## src/rtl/audio_pkg.sv

```systemverilog
// Shared defaults for the audio decimator: phase step/modulus, DC-blocker leak
// shift, FIFO depth, and the phase-accumulator width helper.
package audio_pkg;

    localparam int DEF_MSB        = 15;
    localparam int DEF_STEP       = 960;
    localparam int DEF_MODULUS    = 71591;
    localparam int DEF_K          = 10;
    localparam int DEF_FIFO_DEPTH = 4;

    // Wide enough to hold acc+STEP before the wrap subtraction.
    function automatic int acc_width(input int modulus, input int step);
        return $clog2(modulus + step);
    endfunction

endpackage

```

## src/rtl/audio_fifo.sv

```systemverilog
// Small output FIFO: push/full on the write side, valid/ready on the read side.
// A push into a full FIFO is accepted only when a pop happens on the same edge.
module audio_fifo
    import audio_pkg::*;
#(
    parameter int WIDTH = DEF_MSB + 1,
    parameter int DEPTH = DEF_FIFO_DEPTH
) (
    input  logic                       i_clk,
    input  logic                       i_rst_n,
    input  logic                       i_push,
    input  logic [WIDTH-1:0]           i_data,
    output logic                       o_full,
    output logic [WIDTH-1:0]           o_data,
    output logic                       o_valid,
    input  logic                       i_ready,
    output logic [$clog2(DEPTH+1)-1:0] o_count
);

    localparam int PW = (DEPTH > 1) ? $clog2(DEPTH) : 1;
    localparam int CW = $clog2(DEPTH + 1);

    logic [WIDTH-1:0] r_mem [DEPTH];
    logic [PW-1:0]    r_wr;
    logic [PW-1:0]    r_rd;
    logic [CW-1:0]    r_count;
    logic             w_pop;
    logic             w_wr_en;

    function automatic logic [PW-1:0] ptr_inc(input logic [PW-1:0] p);
        return (p == PW'(DEPTH - 1)) ? '0 : p + PW'(1);
    endfunction

    assign o_valid = (r_count != '0);
    assign o_full  = (r_count == CW'(DEPTH));
    assign o_count = r_count;
    // Forced to zero when empty so stale storage never shows on the output.
    assign o_data  = o_valid ? r_mem[r_rd] : '0;
    assign w_pop   = o_valid & i_ready;
    assign w_wr_en = i_push & (~o_full | w_pop);

    always_ff @(posedge i_clk) begin
        if (w_wr_en) begin
            r_mem[r_wr] <= i_data;
        end
    end

    always_ff @(posedge i_clk or negedge i_rst_n) begin
        if (!i_rst_n) begin
            r_wr    <= '0;
            r_rd    <= '0;
            r_count <= '0;
        end else begin
            if (w_wr_en) begin
                r_wr <= ptr_inc(r_wr);
            end
            if (w_pop) begin
                r_rd <= ptr_inc(r_rd);
            end
            case ({w_wr_en, w_pop})
                2'b10:   r_count <= r_count + CW'(1);
                2'b01:   r_count <= r_count - CW'(1);
                default: r_count <= r_count;
            endcase
        end
    end

endmodule

```

## src/rtl/audio_decim.sv

```systemverilog
// Fractional-phase audio decimator: captures one input sample per phase wrap,
// optionally removes DC with a leaky differentiator, and queues results.
module audio_decim
    import audio_pkg::*;
#(
    parameter int MSB     = DEF_MSB,
    parameter int STEP    = DEF_STEP,
    parameter int MODULUS = DEF_MODULUS,
    parameter int K       = DEF_K
) (
    input  logic         CLK,
    input  logic         RESET_N,
    input  logic         CE,
    input  logic         DC_EN,
    input  logic [MSB:0] IDATA,
    output logic [MSB:0] O_DATA,
    output logic         O_VALID,
    input  logic         O_READY,
    output logic         OVF,
    input  logic         OVF_CLR
);

    localparam int AW    = acc_width(MODULUS, STEP);
    localparam int DW    = MSB + K + 2;
    localparam int DEPTH = DEF_FIFO_DEPTH;
    localparam int CW    = $clog2(DEPTH + 1);

    localparam logic [AW:0]          STEP_V = (AW+1)'(STEP);
    localparam logic [AW:0]          MOD_V  = (AW+1)'(MODULUS);
    localparam logic [MSB:0]         MID    = {1'b1, {MSB{1'b0}}};
    localparam logic [MSB:0]         POS_FS = {1'b0, {MSB{1'b1}}};
    localparam logic signed [DW-1:0] SAT_HI = {{(K+2){1'b0}}, {MSB{1'b1}}};
    localparam logic signed [DW-1:0] SAT_LO = {{(K+2){1'b1}}, {MSB{1'b0}}};

    logic [AW-1:0]          r_acc;
    logic [MSB:0]           r_cap;
    logic                   r_cap_vld;
    logic signed [MSB:0]    r_xprev;
    logic signed [DW-1:0]   r_yprev;
    logic                   r_ovf;

    logic [AW:0]            w_acc_sum;
    logic                   w_wrap;
    logic signed [MSB:0]    w_x;
    logic signed [DW-1:0]   w_x_ext;
    logic signed [DW-1:0]   w_xp_ext;
    logic signed [DW-1:0]   w_dx;
    logic signed [DW-1:0]   w_y_full;
    logic signed [DW-1:0]   w_y_out;
    logic [MSB:0]           w_dc;
    logic [MSB:0]           w_result;
    logic                   w_fifo_full;
    logic [CW-1:0]          w_fifo_count;
    logic                   w_pop;
    logic                   w_drop;

    assign w_acc_sum = {1'b0, r_acc} + STEP_V;
    assign w_wrap    = CE & (w_acc_sum >= MOD_V);

    assign w_x      = signed'(r_cap ^ MID);
    assign w_x_ext  = DW'(w_x);
    assign w_xp_ext = DW'(r_xprev);
    assign w_dx     = w_x_ext - w_xp_ext;
    // y is held with K fraction bits so the leak keeps decaying below one LSB.
    assign w_y_full = (w_dx <<< K) + r_yprev - (r_yprev >>> K);
    assign w_y_out  = w_y_full >>> K;

    always_comb begin
        w_dc = w_y_out[MSB:0];
        if (w_y_out > SAT_HI) begin
            w_dc = POS_FS;
        end else if (w_y_out < SAT_LO) begin
            w_dc = MID;
        end
    end

    assign w_result = DC_EN ? w_dc : (r_cap ^ MID);
    assign w_pop    = O_READY & (w_fifo_count != '0);
    assign w_drop   = r_cap_vld & w_fifo_full & ~w_pop;

    always_ff @(posedge CLK or negedge RESET_N) begin
        if (!RESET_N) begin
            r_acc     <= '0;
            r_cap     <= '0;
            r_cap_vld <= 1'b0;
            r_xprev   <= '0;
            r_yprev   <= '0;
            r_ovf     <= 1'b0;
        end else begin
            if (CE) begin
                r_acc <= w_wrap ? AW'(w_acc_sum - MOD_V) : AW'(w_acc_sum);
            end
            r_cap_vld <= w_wrap;
            if (w_wrap) begin
                r_cap <= IDATA;
            end
            if (r_cap_vld) begin
                if (DC_EN) begin
                    r_xprev <= w_x;
                    r_yprev <= w_y_full;
                end else begin
                    r_xprev <= '0;
                    r_yprev <= '0;
                end
            end
            if (w_drop) begin
                r_ovf <= 1'b1;
            end else if (OVF_CLR) begin
                r_ovf <= 1'b0;
            end
        end
    end

    assign OVF = r_ovf;

    audio_fifo #(
        .WIDTH (MSB + 1),
        .DEPTH (DEPTH)
    ) u_fifo (
        .i_clk   (CLK),
        .i_rst_n (RESET_N),
        .i_push  (r_cap_vld),
        .i_data  (w_result),
        .o_full  (w_fifo_full),
        .o_data  (O_DATA),
        .o_valid (O_VALID),
        .i_ready (O_READY),
        .o_count (w_fifo_count)
    );

endmodule

```

## config.mk

```make
export PLATFORM = sky130hd
export DESIGN_NAME = audio_decim
export DESIGN_NICKNAME = d
export VERILOG_FILES = /design/src/rtl/audio_pkg.sv /design/src/rtl/audio_fifo.sv /design/src/rtl/audio_decim.sv
export SDC_FILE = /design/constraint.sdc
export NUM_CORES = 1
export LEC_CHECK = 0
export BUFFER_PORTS_ARGS = -buffer_cell sky130_fd_sc_hd__buf_2
export CORE_MARGIN = 5
export CORE_UTILIZATION = 35
export CTS_CLUSTER_SIZE = 20
export DETAILED_ROUTE_END_ITERATION = 6
export PLACE_DENSITY = 0.59
export SETUP_SLACK_MARGIN = 0.4
export SLEW_MARGIN = 10
export SYNTH_ARGS = -nofsm -noshare
export SYNTH_HDL_FRONTEND = slang
export SYNTH_SLANG_ARGS = --single-unit
```

## constraint.sdc

```tcl
create_clock -name CLK -period 5.8 [get_ports CLK]
set_input_delay 0.29 -clock CLK [delete_from_list [all_inputs] [get_ports CLK]]
set_output_delay 0.29 -clock CLK [all_outputs]
set_load 0.02 [all_outputs]
```

== Word level (Yosys, flattened, before mapping) ==
Memories as Yosys holds them, arrays and structs flattened.
Cells that the tools add are included.
Cells by class
  bitwise gates (word level): 9
  muxes and demuxes: 14
  equal/unequal tests: 5
  add/subtract/negate cells: 9
  magnitude comparators: 3
  reduce and logical (&&, ||, !) cells: 3
Operator list (count)
  16-bit two-way mux: 5
  27-bit adder: 1
  27-bit two-way mux: 1
  27-bit by 17-bit subtractor with 27-bit output: 1
  17-bit by 10-bit adder with 18-bit output, second input constant: 1
  18-bit by 17-bit >= comparator with 1-bit output, second input constant: 1
  17-bit by 16-bit > comparator with 1-bit output, second input constant: 1
  17-bit by 16-bit < comparator with 1-bit output, second input constant: 1
  17-bit two-way mux: 1
  16-bit by 16-bit subtractor with 17-bit output: 1
  17-bit subtractor, second input constant: 1
  2-bit == test, second input constant: 3
  3-bit one-hot mux with 2 select lines: 1
  1-bit bitwise AND: 5
  2-bit by 1-bit adder with 2-bit output, second input constant: 2
  1-bit two-way mux: 4
  2-bit two-way mux: 2
  2-bit nonzero test: 2
  3-bit by 1-bit adder with 3-bit output, second input constant: 1
  3-bit == test, second input constant: 1
  1-bit NOT: 3
  3-bit nonzero test: 1
  3-bit by 1-bit subtractor with 3-bit output, second input constant: 1
  2-bit by 1-bit == test with 1-bit output, second input constant: 1
  1-bit OR: 1
Word-level totals
  memories kept: 1
  register bits: 85
  memory bits (writable): 64
  word-level logic and storage cells: 53
Memories
  u_fifo.r_mem: words 4, bits a word 16, rd ports 1, clocked after memory_dff 0, wr ports 1, line audio_fifo.sv:23  | logic [WIDTH-1:0] r_mem [DEPTH];

== Depth between registers and ports, before layout ==
Gate-level depths: netlist (run 1).
  depth in word-level cells: 8
  depth in mapped cells: 23
  depth with buffers taken out: 23

== By module ==
Synthesis (run 1) repeated with hierarchy kept, for this count alone.
Second synthesis, totals
  cell total of the unflattened synthesis: 988
  area, all modules: 9862.0 um^2
By module, submodules not included
  audio_decim: area an instance 6905.4 um^2, instances 1, cells an instance 832, seq. area each 1951.9 um^2
  audio_fifo: area an instance 2956.6 um^2, instances 1, cells an instance 156, seq. area each 2097.0 um^2

== Worst setup path after synthesis (run 1) ==
No wires, ideal clock.
  path type: register to register
  start: register r_cap[0]
  end: memory u_fifo.r_mem[0][11] in the netlist's numbering, data pin
  stages on the path, launching flop included: 24
  setup slack: 705 ps
  library setup time: 272 ps
  required time: 5528 ps
  buffers on the path: 2
  data arrival time: 4823 ps
  cells stage by stage: dfrtp_1 > inv_1 > ha_1 > inv_1 > fa_1 > a21oi_1 > o211ai_2 > nor4_2 > or3_1 > xor2_1 > fa_1 > inv_1 > ha_1 > clkbuf_1 > a21oi_1 > nand2b_1 > nand2b_1 > a221o_1 > a21o_1 > a221oi_2 > mux2i_1 > buf_2 > a21oi_1 > a221o_1
On the way
  cells in the longest elaborated chain, start to end: 7
  elaborated cells between the ends (all ways): 8
  those cells by class: add/sub (3); order compare (2); mux (3)
Ends and longest elaborated chain
  start: declaration: line audio_decim.sv:36  | logic [MSB:0] r_cap;
  start signal: assignment: line audio_decim.sv:84  | r_cap <= '0;
  start signal: assignment: line audio_decim.sv:95  | r_cap <= IDATA;
  16-bit by 16-bit subtractor with 17-bit output (*): line audio_decim.sv:63  | assign w_dx = w_x_ext - w_xp_ext;
  27-bit adder (*): line audio_decim.sv:65  | assign w_y_full = (w_dx <<< K) + r_yprev - (r_yprev >>> K);
  27-bit by 17-bit subtractor with 27-bit output (*): line audio_decim.sv:65
  17-bit by 16-bit < comparator with 1-bit output: line audio_decim.sv:72  | end else if (w_y_out < SAT_LO) begin
  16-bit two-way mux: line audio_decim.sv:72
  16-bit two-way mux (*): line audio_decim.sv:70  | if (w_y_out > SAT_HI) begin
  16-bit two-way mux (*): line audio_decim.sv:77  | assign w_result = DC_EN ? w_dc : (r_cap ^ MID);
  via u_fifo.i_data[11]: line audio_fifo.sv:12  | input logic [WIDTH-1:0] i_data,
  end: declaration: line audio_fifo.sv:23
Mark *: on every way through the listed nets, which the timed path passes. The rest lies on a longest branch.

== Worst setup path in the final report (run 1) ==
  start: register r_cap[0]
  end: memory u_fifo.r_mem[2][8] in the netlist's numbering, data pin
Same word-level chain as after synthesis.

==> run_results.csv, run 1 <==
group,metric,value,unit
synthesis,synth_cells,922,
placement,gp_congestion,0.904,
timing,fin_crit,5.20,ns
setup_path,worst-path-stages,23,
clocking,cts_buffers,17,
setup_path,cp_slowest_cell,"fa_1",
global_routing,antenna_found_initial,0,
floorplan,coreArea,0.0270,mm2
synthesis,syn_area,0.00959,mm2
timing,fin_worst_skew,0.0120,ns
setup_path,arrival,5.35,ns
final_layout,synthToLayoutAreaGrowth,14.0,%
setup_path,start_kind,"flop",
setup_path,cp-endpoint,"u_fifo.r_mem[2][8]$_DFFE_PP_",
floorplan,die-area,0.0308,mm2
synthesis,syn_area_per_cell,10.4,um2
setup_path,path_cells,"inv_1 -> ha_1 -> inv_1 -> fa_2 -> a21oi_2 -> o211ai_2 -> nor4_4 -> or3_4 -> xor2_2 -> fa_1 -> inv_2 -> ha_4 -> a21oi_2 -> nand2b_4 -> nand2b_1 -> a221o_1 -> a21o_1 -> a221oi_4 -> mux2i_2 -> buf_4 -> buf_4 -> a21oi_1 -> a221o_1",
route,drt-pass1-iter-count,5,
setup_path,worstReg2RegStart,"r_cap[0]$_DFFE_PN0P_",
clocking,insertion_delay,0.42,ns
synthesis,synth_edf_count,64,
global_routing,grt_pass1_wl,35600,um
floorplan,rows,60,
synthesis,yosysWarnings,0,
setup_path,cp_top_family,"compound AO/OA/AOI/OAI gates",
floorplan,die_y,176,um
route,drt_iter0_drc,429,
setup_path,crit_type,"flop to flop",
synthesis,ys_seq_area_share,42.2,%
timing,slew_headroom,41.9,%
setup_path,rrSetupSlack,0.60,ns
final_layout,fin_util,40.5,%
synthesis,synth_async_sr_flop_share,57.0,%
clocking,cts-root-buf,"clkbuf_16",
timing,worst_pin_slew,0.871,ns
clocking,cts_tree,"yes",
flow_run,cap_violations,0,
setup_path,cp_max_fo,9,
global_routing,grt_pass1_vias,6716,
setup_path,path_buf_inv,5,
timing,fmax,192,MHz
clocking,cts.sinks,149,
setup_path,slowest_delay,0.55,ns
setup_path,crit_start,"r_cap[0]$_DFFE_PN0P_",
timing,tns,0,ns
synthesis,ys_ff_latch,149,
timing,report.final.slew_viol_count,0,
route,drtAntennaViolNets,0,
setup_path,ff2ff_path_depth,23,
route,wl_per_cell,16.5,um
timing,setup_viol,0,
global_routing,grt-ovfl-total,0,
status,status,"completed",
setup_path,endpoint_kind,"flop",
synthesis,ys_types,74,
floorplan,start_util,35.6,%
route,via_per_inst,5.20,
setup_path,worstPathRequired,5.95,ns
final_layout,nets,1065,
clocking,cts_max_level,4,
final_layout,post_route_cells_drive_above_1_share,15.5,%
placement,dp_hpwl,15800,um
timing,finalCritPeriodShare,89.7,%
route,vias,6851,
worst_hold_path,hold_path.class,"input port to flop",
route,totalWireLength,21800,um
clocking,cts.path.max_buffers,2,
synthesis,syn-num-nets,1024,
final_layout,antenna_cells,0,
timing,hold_violations,0,
floorplan,die_w,176,um
global_routing,grt_usage,14.4,%
floorplan,pin_count,40,
timing,grt_setup_unrepaired,"false",
global_routing,grt_max_degree,74,
synthesis,synth-main-ff-cell,"dfrtp_1",
placement,port_buffers,39,
route,drc,0,
clocking,cts.clk_slew.worst_paths,0.06,ns
setup_path,r2r_end,"u_fifo.r_mem[2][8]$_DFFE_PP_",
[logic make-up (layout without fill, tap and decap cells)]
logic type	after synthesis	after routing	share of synthesized area, %
simple gates	254	254	14.1
compound gates	204	204	14.2
flops	149	149	42.2
buf+inv	143	197	6.03
fa+ha+maj	80	80	11.9
xor+xnor	47	47	4.45
mux	45	45	7.06
[state kept, by name, indices dropped and copies added, names as in the netlist]
name            flops
OVF                 1
r_acc              17
r_cap              16
r_cap_vld           1
r_xprev            16
r_yprev            27
u_fifo.o_count      3
u_fifo.r_mem       64
u_fifo.r_rd         2
u_fifo.r_wr         2
[worst min path at each step]
stage / from / endpoint / slack [ns] / cells past startpoint
floorplan: RESET_N / OVF$_DFFE_PN0P_ / -0.006 / 0
global route: IDATA[7] / r_cap[7]$_DFFE_PN0P_ / 0.06 / 2
finish: OVF_CLR / OVF$_DFFE_PN0P_ / 0.06 / 2
global placement: RESET_N / u_fifo.o_count[0]$_DFFE_PN0P_ / 0.24 / 1
detailed placement: RESET_N / u_fifo.o_count[0]$_DFFE_PN0P_ / 0.24 / 1
CTS: OVF_CLR / OVF$_DFFE_PN0P_ / 0.05 / 2
[worst reg2reg max path: stages (launching register included)]
cell and delay, ns:
dfrtp_1 0.41, inv_1 0.07, ha_1 0.17, inv_1 0.07, fa_2 0.37, a21oi_2 0.18
o211ai_2 0.12, nor4_4 0.26, or3_4 0.18, xor2_2 0.06, fa_1 0.55, inv_2 0.05
ha_4 0.25, a21oi_2 0.16, nand2b_4 0.15, nand2b_1 0.05, a221o_1 0.34, a21o_1 0.20
a221oi_4 0.31, mux2i_2 0.31, buf_4 0.21, buf_4 0.12, a21oi_1 0.05, a221o_1 0.31
[stage by stage]
stage          instance area (um2)  hold WS (ns)  std cells  worst slack (ns)
6_report                     10900        0.0608       1317             0.599
4_1_cts                      10700        0.0462       1304             0.416
2_1_floorplan                 9590      -0.00559        922             0.705
3_5_place_dp                 10100         0.244       1271             0.358
3_3_place_gp                 10100         0.242       1271             0.471
5_1_grt                      10900        0.0649       1317             0.368
[placed cells by master (no fill, tap or decap), types with 18 or more instances in the layout]
cell type | netlist | layout
edfxtp_1 | 64 | 64
xor2_1 | 24 | 23
inv_1 | 105 | 103
and2_1 | 28 | 28
o21ai_0 | 60 | 57
xnor2_1 | 21 | 21
buf_4 | 1 | 20
buf_2 | 4 | 39
dfrtp_1 | 85 | 83
fa_1 | 19 | 18
nand2_1 | 60 | 60
a21oi_1 | 43 | 40
nor2_1 | 39 | 39
nand3_1 | 41 | 41
ha_1 | 61 | 56
[cells in the mapped netlist, types with 6 or more instances]
cell / number / area [um2]
fa_1: 19 / 380
a31oi_1: 7 / 43.8
dfrtp_1: 85 / 2130
a21oi_1: 43 / 215
and2_1: 28 / 175
a221o_1: 11 / 110
nand3_1: 41 / 205
edfxtp_1: 64 / 1920
and3_1: 6 / 37.5
ha_1: 61 / 763
nand2_1: 60 / 225
mux4_2: 16 / 360
o22ai_1: 12 / 75.1
a21o_1: 14 / 105
clkbuf_1: 24 / 90.1
nand2b_1: 17 / 106
nand4_1: 6 / 37.5
nor3_1: 12 / 60.1
inv_1: 105 / 394
nor2_1: 39 / 146
xnor2_1: 21 / 184
xor2_1: 24 / 210
mux2_1: 17 / 191
o211ai_1: 6 / 45.0
o21ai_0: 60 / 300
mux2i_1: 8 / 80.1
nor2b_1: 8 / 50.1
or3_1: 10 / 62.6
[cell type report]
cell class	instances	area (um2)
Multi-Input combinational cell	630	5080
Inverter	105	394
Tap cell	341	427
Sequential cell	149	4050
Clock buffer	19	453
Fill cell	2576	16000
Timing Repair Buffer	60	355
Clock inverter	13	161
[timing repair]
action	CTS	global route
hold buffers	1	0
endpoints found under the setup margin	16	64
pin swaps	0	16
setup buffers	0	12
gates cloned	0	1
hold endpoints to repair	26	0
gates resized for setup	2	27
[per-layer routing]
layer	part of all wire, %	GRT usage, %	wire [um]	vias to the layer above
met4	1.2	3.90	271	0
met3	3.7	2.56	802	20
met1	50	20.7	10800	3314
met2	45	22.7	9890	137
met5	0	0	0	-
li1	-	-	-	3380
Power of run 1 is left out: the tool's default activity adds up to more than one toggle a clock period on the data nets, which glitch-free logic cannot reach.
==> run 2, diff against run 1 <==
--- a/config.mk
+++ b/config.mk
@@ -11,6 +11,7 @@
 export CTS_CLUSTER_SIZE = 20
 export DETAILED_ROUTE_END_ITERATION = 6
 export PLACE_DENSITY = 0.59
+export REMOVE_ABC_BUFFERS = 1
 export SETUP_SLACK_MARGIN = 0.4
 export SLEW_MARGIN = 10
 export SYNTH_ARGS = -nofsm -noshare
==> run 2 against run 1 <==
Maximum frequency is 0.65% higher; count of clock-buffer cells in the layout decreased by 1; sequential cell count is the same; worst setup slack improved by 0.034 ns; clock skew fell by 0.0020 ns; die area unchanged; core utilization down 0.34 points; final cell count decreased by 0.15%; critical endpoint is now u_fifo.r_mem[3][2]$_DFFE_PP_; largest cell class unchanged.
==> run_results.csv, run 2 (synthesis gave the netlist of run 1 again) <==
group,metric,value,unit
final_layout,nFillCells,2569,
floorplan,die-area,0.0308,mm2
timing,fin_ws,0.633,ns
clocking,cts_buffers,17,
final_layout,fin_area,0.0108,mm2
placement,dp_slack,0.343,ns
route,via_per_inst,5.20,
setup_path,worstPathRequired,5.95,ns
floorplan,pin_count,40,
setup_path,arrival,5.31,ns
route,totalWireLength,21400,um
route,drt_iter0_drc,558,
clocking,cts.clk_slew.worst_paths,0.07,ns
placement,place_area,0.0101,mm2
final_layout,synthToLayoutAreaGrowth,13.0,%
route,drt-pass1-iter-count,5,
timing,finalCritPeriodShare,89.1,%
clocking,cts_max_level,4,
route,vias,6832,
final_layout,fin_cells,1315,
timing,setup_viol,0,
timing,slew_headroom,43.3,%
global_routing,grt_pass1_wl,34700,um
final_layout,largest_reg_flops,64,
global_routing,grt_pass1_vias,6542,
clocking,insertion_delay,0.43,ns
route,wl_per_cell,16.3,um
timing,worst_pin_slew,0.847,ns
final_layout,mostFrequentLayoutCell,"inv_1",
final_layout,post_route_cells_drive_above_1_share,14.7,%
final_layout,nets,1063,
global_routing,grt_usage,14.0,%
final_layout,antenna_cells,0,
global_routing,grt-ovfl-total,0,
floorplan,die_y,176,um
clocking,cts_tree,"yes",
placement,port_buffers,39,
status,status,"completed",
route,drc,0,
final_layout,multi_input_area,0.00506,mm2
clocking,cts.path.max_buffers,2,
worst_hold_path,hold_path.class,"input port to flop",
timing,fin_worst_skew,0.00999,ns
clocking,cts.sinks,149,
setup_path,cp_max_fo,9,
global_routing,antenna_found_initial,0,
timing,hold_violations,0,
setup_path,endpoint_kind,"flop",
floorplan,rows,60,
placement,dp_hpwl,15600,um
clocking,cts-root-buf,"clkbuf_16",
final_layout,largestRegisters,"u_fifo.r_mem (64), r_yprev (27), r_acc (17)",
timing,report.final.slew_viol_count,0,
setup_path,start_kind,"flop",
floorplan,start_util,35.6,%
flow_run,cap_violations,0,
final_layout,top_register,"u_fifo.r_mem",
placement,dp_cells,1275,
timing,fin_crit,5.17,ns
timing,tns,0,ns
timing,fmax,194,MHz
final_layout,ff_latch_area,0.00405,mm2
placement,gp_congestion,0.905,
final_layout,layout_common_cells,"inv_1 (105), dfrtp_1 (83), edfxtp_1 (64)",
timing,grt_setup_unrepaired,"false",
setup_path,crit_type,"flop to flop",
route,drtAntennaViolNets,0,
floorplan,coreArea,0.0270,mm2
floorplan,die_w,176,um
global_routing,grt_max_degree,65,
==> run 2: per-layer routing <==
| metal | part of all wire [%] | vias to the layer above | track usage, % |
|---|---|---|---|
| met2 | 45 | 108 | 21.8 |
| met4 | 1.4 | 0 | 4.03 |
| li1 | - | 3370 | - |
| met1 | 49 | 3332 | 20.0 |
| met5 | 0 | - | 0 |
| met3 | 4.2 | 22 | 2.76 |
==> run 2: repair_timing <==
item / 4_1_cts / 5_1_grt
setup buffers: 0 / 7
hold buffers: 1 / 0
resized for setup: 4 / 17
endpoints found under the setup margin: 29 / 65
endpoints found under the hold margin: 21 / 0
pin swaps: 0 / 10
==> run 2: final timing paths <==
| path | startpoint | endpoint | slack, ns | depth (start not counted) |
|---|---|---|---|---|
| hold reg to reg | r_acc[2]$_DFFE_PN0P_ | r_acc[2]$_DFFE_PN0P_ | 0.49 | 1 |
| setup reg to reg | r_cap[0]$_DFFE_PN0P_ | u_fifo.r_mem[3][2]$_DFFE_PP_ | 0.63 | 22 |
| max in group asynchronous | RESET_N | r_cap[1]$_DFFE_PN0P_ | 4.28 | 3 |
| min in group asynchronous | RESET_N | u_fifo.r_wr[0]$_DFFE_PN0P_ | 0.30 | 2 |
| setup / recovery | r_cap[0]$_DFFE_PN0P_ | u_fifo.r_mem[3][2]$_DFFE_PP_ | 0.63 | 22 |
| hold / removal | OVF_CLR | OVF$_DFFE_PN0P_ | 0.04 | 2 |
==> run 2: cell type report <==
cell class	count	share of cell area, %
clock buffers	18	4.05
repair buffers	58	3.16
well taps	341	3.94
clock inverters	14	1.10
inverters	105	3.64
multi-input cells	630	46.7
flip-flops and latches	149	37.4
==> run 2: stage by stage <==
step                hold slack [ns]  util [%]
detailed placement            0.210      37.5
CTS                          0.0289      39.7
global route                 0.0308      40.2
floorplan                  -0.00559         -
global placement              0.211      37.5
finish                       0.0439      40.2
==> run 2: worst max-delay path, cell delays in order, from the launching register on <==
cell      delay (ns)
dfrtp_1         0.41
inv_1           0.07
ha_1            0.16
inv_1           0.06
fa_2            0.35
a21oi_2         0.18
o211ai_2        0.14
nor4_4          0.29
or3_1           0.16
xor2_1          0.17
fa_1            0.42
inv_1           0.11
ha_4            0.24
a21oi_2         0.16
nand2b_4        0.15
nand2b_1        0.06
a221o_1         0.34
a21o_1          0.21
a221oi_4        0.31
mux2i_2         0.32
buf_4           0.19
nor2_1          0.07
a221o_1         0.32
Power of run 2 is left out for the same reason.
